<file path="config.mk">
export PLATFORM = sky130hd
export DESIGN_NAME = spec_mmu
export DESIGN_NICKNAME = d
export VERILOG_FILES = /design/src/rtl/spec_mmu.sv
export SDC_FILE = /design/constraint.sdc
export NUM_CORES = 1
export LEC_CHECK = 0
export CAP_MARGIN = 20
export CELL_PAD_IN_SITES_DETAIL_PLACEMENT = 0
export CELL_PAD_IN_SITES_GLOBAL_PLACEMENT = 2
export CORE_MARGIN = 2
export CORE_UTILIZATION = 29
export DETAILED_ROUTE_END_ITERATION = 10
export MAX_ROUTING_LAYER = met4
export PLACE_DENSITY = 0.9
export SLEW_MARGIN = 20
export SYNTH_ARGS = -nofsm -noshare
export SYNTH_HDL_FRONTEND = slang
export SYNTH_SLANG_ARGS = --single-unit
</file>
<file path="constraint.sdc">
create_clock -name clk_sys -period 1.75 [get_ports clk_sys]
set_input_delay 0.35 -clock clk_sys [delete_from_list [all_inputs] [get_ports clk_sys]]
set_output_delay 0.35 -clock clk_sys [all_outputs]
set_load 0.01 [all_outputs]
</file>
<file path="src/rtl/spec_mmu.sv">
// Banked memory mapper: splits the 64 KB CPU space into windows,
// each mapped to a physical bank, with boot overlay, write protect and lock.
module spec_mmu #(
  parameter int WIN_BITS  = 2,
  parameter int BANK_W    = 5,
  parameter int MEM_WORDS = 393216,
  parameter int BOOT_BANK = 1,
  parameter int LEGACY    = 0,
  localparam int PHYS_W   = BANK_W + 16 - WIN_BITS
) (
  input  logic              clk_sys,
  input  logic              RESET,
  input  logic [15:0]       cpu_a,
  input  logic [7:0]        cpu_do,
  input  logic              cpu_wr_n,
  input  logic              cpu_rd,
  input  logic              sel,
  input  logic              load_hold,
  output logic [PHYS_W-1:0] phys_addr,
  output logic              phys_valid,
  output logic              mem_we,
  output logic              boot,
  output logic [7:0]        dout
);

  localparam int NW    = 1 << WIN_BITS;
  localparam int OFF_W = 16 - WIN_BITS;
  localparam logic [31:0] MEM_LIM = 32'(MEM_WORDS);
  localparam logic [BANK_W-1:0] BOOT_B = BANK_W'(BOOT_BANK);

  localparam logic ST_BOOT = 1'b1;
  localparam logic ST_RUN  = 1'b0;

  logic [BANK_W-1:0]   bank [NW];
  logic [NW-1:0]       wp;
  logic                lock;
  logic                state;
  logic                old_wr;
  logic                wr_arm;

  logic [WIN_BITS-1:0] win;
  logic [WIN_BITS-1:0] ridx;
  logic [OFF_W-1:0]    off;
  logic [BANK_W-1:0]   eff_bank;
  logic [BANK_W+2:0]   rb;
  logic                wr_ev;
  logic                io_wr;
  logic                boot_exit;
  logic                unused_ok;

  assign win  = cpu_a[15 -: WIN_BITS];
  assign ridx = cpu_a[WIN_BITS+1:2];
  assign off  = cpu_a[OFF_W-1:0];

  // wr_arm blocks a spurious event when cpu_wr_n is held low across reset
  assign wr_ev = old_wr & wr_arm & ~cpu_wr_n;
  assign io_wr = wr_ev & sel;

  assign boot_exit = (io_wr && cpu_a[1:0] == 2'b10)
                   || (LEGACY != 0 && cpu_rd && cpu_a[15]);

  assign boot = (state == ST_BOOT);
  assign rb   = {lock, 2'b00, bank[ridx]};

  assign unused_ok = ^cpu_do;

  // Effective bank selection: tape load beats boot overlay beats registers
  always_comb begin
    eff_bank = bank[win];
    if (load_hold)
      eff_bank = '0;
    else if (boot)
      eff_bank = BOOT_B;
  end

  // Translation and memory write qualification
  always_comb begin
    phys_addr  = {eff_bank, off};
    phys_valid = 32'(phys_addr) < MEM_LIM;
    mem_we     = ~cpu_wr_n & phys_valid & ~wp[win] & ~sel;
  end

  // Strobe edge detect and write-event arming
  always_ff @(posedge clk_sys) begin
    if (RESET) begin
      old_wr <= 1'b1;
      wr_arm <= cpu_wr_n;
    end else begin
      old_wr <= cpu_wr_n;
      if (cpu_wr_n)
        wr_arm <= 1'b1;
    end
  end

  // Mapper registers: banks, write protect, lock
  always_ff @(posedge clk_sys) begin
    if (RESET) begin
      for (int i = 0; i < NW; i++)
        bank[i] <= '0;
      wp   <= '0;
      lock <= 1'b0;
    end else if (io_wr) begin
      unique case (cpu_a[1:0])
        2'b00: begin
          if (!lock) begin
            if (LEGACY != 0) begin
              for (int i = 0; i < NW; i++)
                bank[i] <= cpu_do[BANK_W-1:0];
            end else begin
              bank[ridx] <= cpu_do[BANK_W-1:0];
            end
          end
        end
        2'b01: begin
          if (!lock)
            wp <= cpu_do[NW-1:0];
        end
        2'b11: begin
          if (cpu_do[7])
            lock <= 1'b1;
        end
        default: ;
      endcase
    end
  end

  // Boot overlay state: leaves BOOT once, returns only via reset
  always_ff @(posedge clk_sys) begin
    if (RESET)
      state <= ST_BOOT;
    else if (state == ST_BOOT && boot_exit)
      state <= ST_RUN;
  end

  // Register readback latch
  always_ff @(posedge clk_sys) begin
    if (RESET)
      dout <= 8'hFF;
    else if (cpu_rd && sel)
      dout <= 8'(rb);
  end

endmodule

</file>
# Word-level counts from Yosys, hierarchy flattened
# Memory sizes are Yosys's and may differ from the RTL's. A register that Yosys moved wholly into a read port is not among the register bits.
# Index checks and enable logic that the tools add are counted.
[totals]
mem_bits_rw = 20
output_inout_bits = 30
in_bits = 30
mem_count = 1
register_bits = 16
[op_classes]
mux = 16
reduce_logical = 8
eq_ne = 3
n_lt_le_gt_ge = 2
bitwise = 10
[memory_table]
columns = ["name", "words", "word_bits", "read_ports", "rd_ports_with_merged_regs", "wr", "line_no", "rtl"]
rows = [
  ["bank", 4, 5, 2, 1, 4, "34", "logic [BANK_W-1:0] bank [NW];"],
]
[ops]
columns = ["operator", "n"]
rows = [
  ["< comparator 19 bit, second input constant", 1],
  ["2-to-1 mux 5 bit", 3],
  ["2-to-1 mux 1 bit", 11],
  ["bitwise AND 1 bit", 6],
  ["AND reduction 3 bit", 2],
  ["OR reduction 5 bit", 1],
  ["equality test 2 bit, second input constant", 2],
  ["NOT 1 bit", 4],
  ["logical AND 1 bit", 3],
  ["< comparator 2 x 3 -> 1 bit, second input constant", 1],
  ["binary-select mux 1 bit (select 2 bit)", 1],
  ["equality test 2 x 1 -> 1 bit, second input constant", 1],
  ["zero test 2 bit", 1],
  ["2-to-1 mux 2 bit", 1],
  ["nonzero test 2 bit", 1],
]

# Logic depth before layout (Yosys ltp)
# Gate-level depths: netlist of run 1.
[depth]
word_depth = 8
depth_mapped = 5
depth_no_buf = 3

# Worst setup path before layout of run 1
# OpenSTA, ideal clock, no wires.
[synth_timing]
path_kind = "input to output"
start = "input port cpu_a[14]"
end = "output port mem_we"
arrival_time_ns = 1.469
path_buffers = 1
t_required_ns = 1.400
setup_slack_ns = -0.069
cell_stages = 3
cell_sequence = "buf_6 > mux4_1 > a2111oi_2"
[synth_between]
elab_chain_len = 7
elab_cells_between_ends = 10
[synth_rtl]
columns = ["element", "line_no", "rtl"]
rows = [
  ["from (decl)", "13", "input logic [15:0] cpu_a,"],
  ["memory read (4 x 5 bit)", "-", ""],
  ["2-to-1 mux 5 bit", "72", "else if (boot)"],
  ["2-to-1 mux 5 bit", "70", "if (load_hold)"],
  ["< comparator 19 bit", "79", "phys_valid = 32'(phys_addr) < MEM_LIM;"],
  ["bitwise AND 1 bit", "80", "mem_we = ~cpu_wr_n & phys_valid & ~wp[win] & ~sel;"],
  ["bitwise AND 1 bit (*) (2 in a row)", "80", ""],
  ["to (decl)", "21", "output logic mem_we,"],
]
# Every way passes the cells marked *; elsewhere a longest branch is shown, timed or not. The select of a mux whose other input is x is not followed.

==> summary.md, run 1 <==
| Metric | Value |
|---|---|
| Status | `finished, violations left` |
| Violated checks | `setup timing` |
| ANT nets after route | `0` |
| Rows | `29` |
| CTS tree | `done` |
| Minimum clock period | `2053 ps` |
| Synth Area in Compound Gates | `5.541%` |
| Diode count | `0` |
| DP HPWL | `3698 um` |
| Slowest stage delay, CP | `520 ps` |
| Worst Hold Endpoint | `dout[7]` |
| XOR/XNOR share of the synthesized area | `0%` |
| Vias in the first global route | `1418` |
| Number of DRC markers in iteration 0 | `38` |
| Hold depth | `2` |
| Post-synthesis simple-gate area fraction | `21.31%` |
| Mux cell area share after synthesis | `15.83%` |
| Worst Setup Start Kind | `flip-flop` |
| Initial core utilization | `29.87%` |
| Htree depth | `2` |
| Worst min-delay path startpoint | `dout[7]` |
| DR WL/cell | `16.60 um` |
| Power Total | `1.793 mW` |
| Die Area | `0.007204 mm^2` |
| Mapped cell area | `0.001897 mm^2` |
| Worst setup EP type | `output port` |
| Die height | `84.88 um` |
| Synth Instances | `161` |
| Root Driver | `clkbuf_8` |
| DIE WIDTH | `84.88 um` |
| Core area | `0.006350 mm^2` |
| Worst EP required | `1400 ps` |
| Vias | `1375` |
| Reg2reg setup slack | `300 ps` |
| Peak Freq | `0.4872 GHz` |
| Post-Syn Nets | `191` |
| Leakage power | `0.9973 nW` |
| Setup violations, final | `7` |
| Num CTS Buffers | `5` |
| Most frequent cells in the layout | `edfxtp_1 (21), clkdlybuf4s50_1 (21), buf_4 (19), nand2_1 (13), dfxtp_1 (13)` |
| Setup CP Type | `flip-flop to output port` |
| Worst-path cell with the longest stage delay | `mux4_2` |
| Nets | `233` |
| Worst r2r path cells | `4` |
| Antenna violations before repair | `0` |
| RSZ-0062 raised after global routing | `true` |
| PortBufs | `37` |
| Setup TNS | `-833.6 ps` |
| Largest family of logic cells by synthesized area | `simple AND/OR/NAND/NOR gates` |
| EDFF count, synth | `21` |
| Synth Warn # | `0` |
| Share of cells above drive strength 1 | `30.39%` |
| DRC viols | `0` |
| Min-Delay Path Class | `flip-flop to flip-flop` |
| Avg Cell Area, Syn | `11.78 um^2` |
| PwrDens | `714.2 mW/mm^2` |
| Hold-fix buffers, CTS | `0` |
| First-pass GRT wire length | `7327 um` |
| Setup WS post-layout | `-302.6 ps` |
| Max_cap viols | `0` |
| Maximum vdd drop | `350.8 uV` |
| End of the worst register-to-register path | `bank[0][3]` |
| Vias/cell | `4.893` |
| Fraction of the mapped netlist area in adder cells | `0%` |
| Num ports | `60` |
| Asr flop ratio synth | `0%` |
| Critical path peak fanout | `2` |
| Final clock period utilization by the worst path | `117.3%` |
| Area delta synth->final | `32.39%` |
| Post-synth cell types | `34` |
| Slew Limit Fails | `0` |
| Worst r2r src | `wr_arm` |
| Total GRT Usage | `13.74%` |
| WL final | `4665 um` |
| Largest net degree at the start of global routing | `27` |
| Hold slack final | `467.9 ps` |
| Overflow after GRT | `0` |
| Crit-path cells | `mux4_2 > a2111oi_4 > buf_2` |
| Arrival time at the worst endpoint | `1700 ps` |
| Clock sink total | `35` |
| Worst slew pin tran | `346.9 ps` |
| Clock Skews | `3.294 ps` |
| Initial DRT Pass Iterations | `4` |
| Filler Cells Inserted | `623` |
| Seq cells post-synth | `35` |
| Gpl congestion | `0.8128` |
| Most used DFF post-synth | `edfxtp_1` |
| Final Hold Fails | `0` |
| Clk_lat worst skew | `280 ps` |
| Share of the yosys chip area belonging to registers | `48.02%` |
| Clk buf depth | `2` |
| Slew headroom | `76.78%` |
| Clock transition at path regs | `70 ps` |
## sequential cells by signal (all words and copies together), names as in the netlist
name / flops
wr_arm: 1
dout: 7
old_wr: 1
bank: 20
lock: 1
boot: 1
wp: 4
## stage by stage
| stage | utilization, % | area (um^2) | instances | setup WS [ps] |
|---|---|---|---|---|
| global placement | 37.79 | 2400 | 273 | -1087 |
| finish | 39.55 | 2511 | 281 | -302.6 |
| detailed placement | 37.79 | 2400 | 273 | -1100 |
| global route | 39.55 | 2511 | 281 | -377.0 |
| floorplan | - | 1918 | 161 | 8.970 |
| CTS | 39.01 | 2477 | 281 | -326.6 |
## worst max path at each step
stage | startpoint | endpoint | slack [ps] | cells after the start
2_1_floorplan | cpu_a[14] | mem_we | 9 | 3
3_3_place_gp | cpu_a[14] | mem_we | -1090 | 7
3_5_place_dp | cpu_a[14] | mem_we | -1100 | 7
4_1_cts | bank[1][4] | mem_we | -330 | 3
5_1_grt | bank[2][4] | mem_we | -380 | 3
6_report | bank[1][4] | mem_we | -300 | 3
## cells in the mapped netlist (3+ instances only)
cell | instances | area, um^2
buf_4 | 15 | 112.6
and2_1 | 9 | 56.30
buf_2 | 3 | 15.01
and4_1 | 8 | 70.07
nor3b_1 | 3 | 22.52
mux4_1 | 4 | 105.1
mux2i_1 | 6 | 60.06
a31o_2 | 4 | 35.03
nand2b_1 | 10 | 62.56
clkbuf_1 | 6 | 22.52
nand2_1 | 14 | 52.55
a21oi_1 | 5 | 25.02
mux4_2 | 6 | 135.1
nor2_1 | 6 | 22.52
dfxtp_1 | 14 | 280.3
nor3_1 | 3 | 15.01
inv_1 | 4 | 15.01
edfxtp_1 | 21 | 630.6
## worst max-delay path, delay by kind of cell, from the launching register on
kind	cells	cell delay (ps)
buffers and inverters	1	190
AO/OA/AOI/OAI	1	310
flip-flops	1	400
multiplexers	1	520
## routing by layer
metal / vias up / GRT usage, % / share of wire, %
li1: 661 / - / -
met1: 662 / 16.38 / 41
met2: 48 / 23.55 / 51
met3: 4 / 3.502 / 6.6
met4: 0 / 3.030 / 0.54
met5: - / - / 0
## timing repair
action	CTS	global route
gates resized for setup	55	7
gates cloned	0	0
setup buffers	0	0
hold endpoints to repair	0	0
setup endpoints to repair	42	23
pin swaps	5	1
## report_power, final
part | internal (mW) | total, mW | switching (mW)
clock | 0.315 | 0.601 | 0.286
sequential | 0.902 | 0.919 | 0.0172
combinational | 0.150 | 0.273 | 0.123
total | 1.37 | 1.79 | 0.426
## cell type report
cell class                 instances  area, um^2  share of cell area [%]
timing repair buffer              60       540.5                   21.52
clock buffer                       7       86.33                   3.438
clock inverter                     1       3.754                  0.1495
inverter                           4       15.01                  0.5979
multi-input combinational         97       857.1                   34.13
tap                               77       96.34                   3.837
sequential                        35       912.1                   36.32
## cell families (layout without fill, tap and decap cells)
kind of cell | count (synthesis) | after routing
simple gates | 67 | 67
flops | 35 | 35
buf+inv | 29 | 72
mux | 16 | 16
compound gates | 14 | 14
(Power assumes the default switching activity.)
==> run 2: changes to the inputs <==
Settings changed: ABC_CLOCK_PERIOD_IN_PS set to 1750.
==> results of run 2 <==
No change in the layout: final DEF, timing and power equal those of run 1.
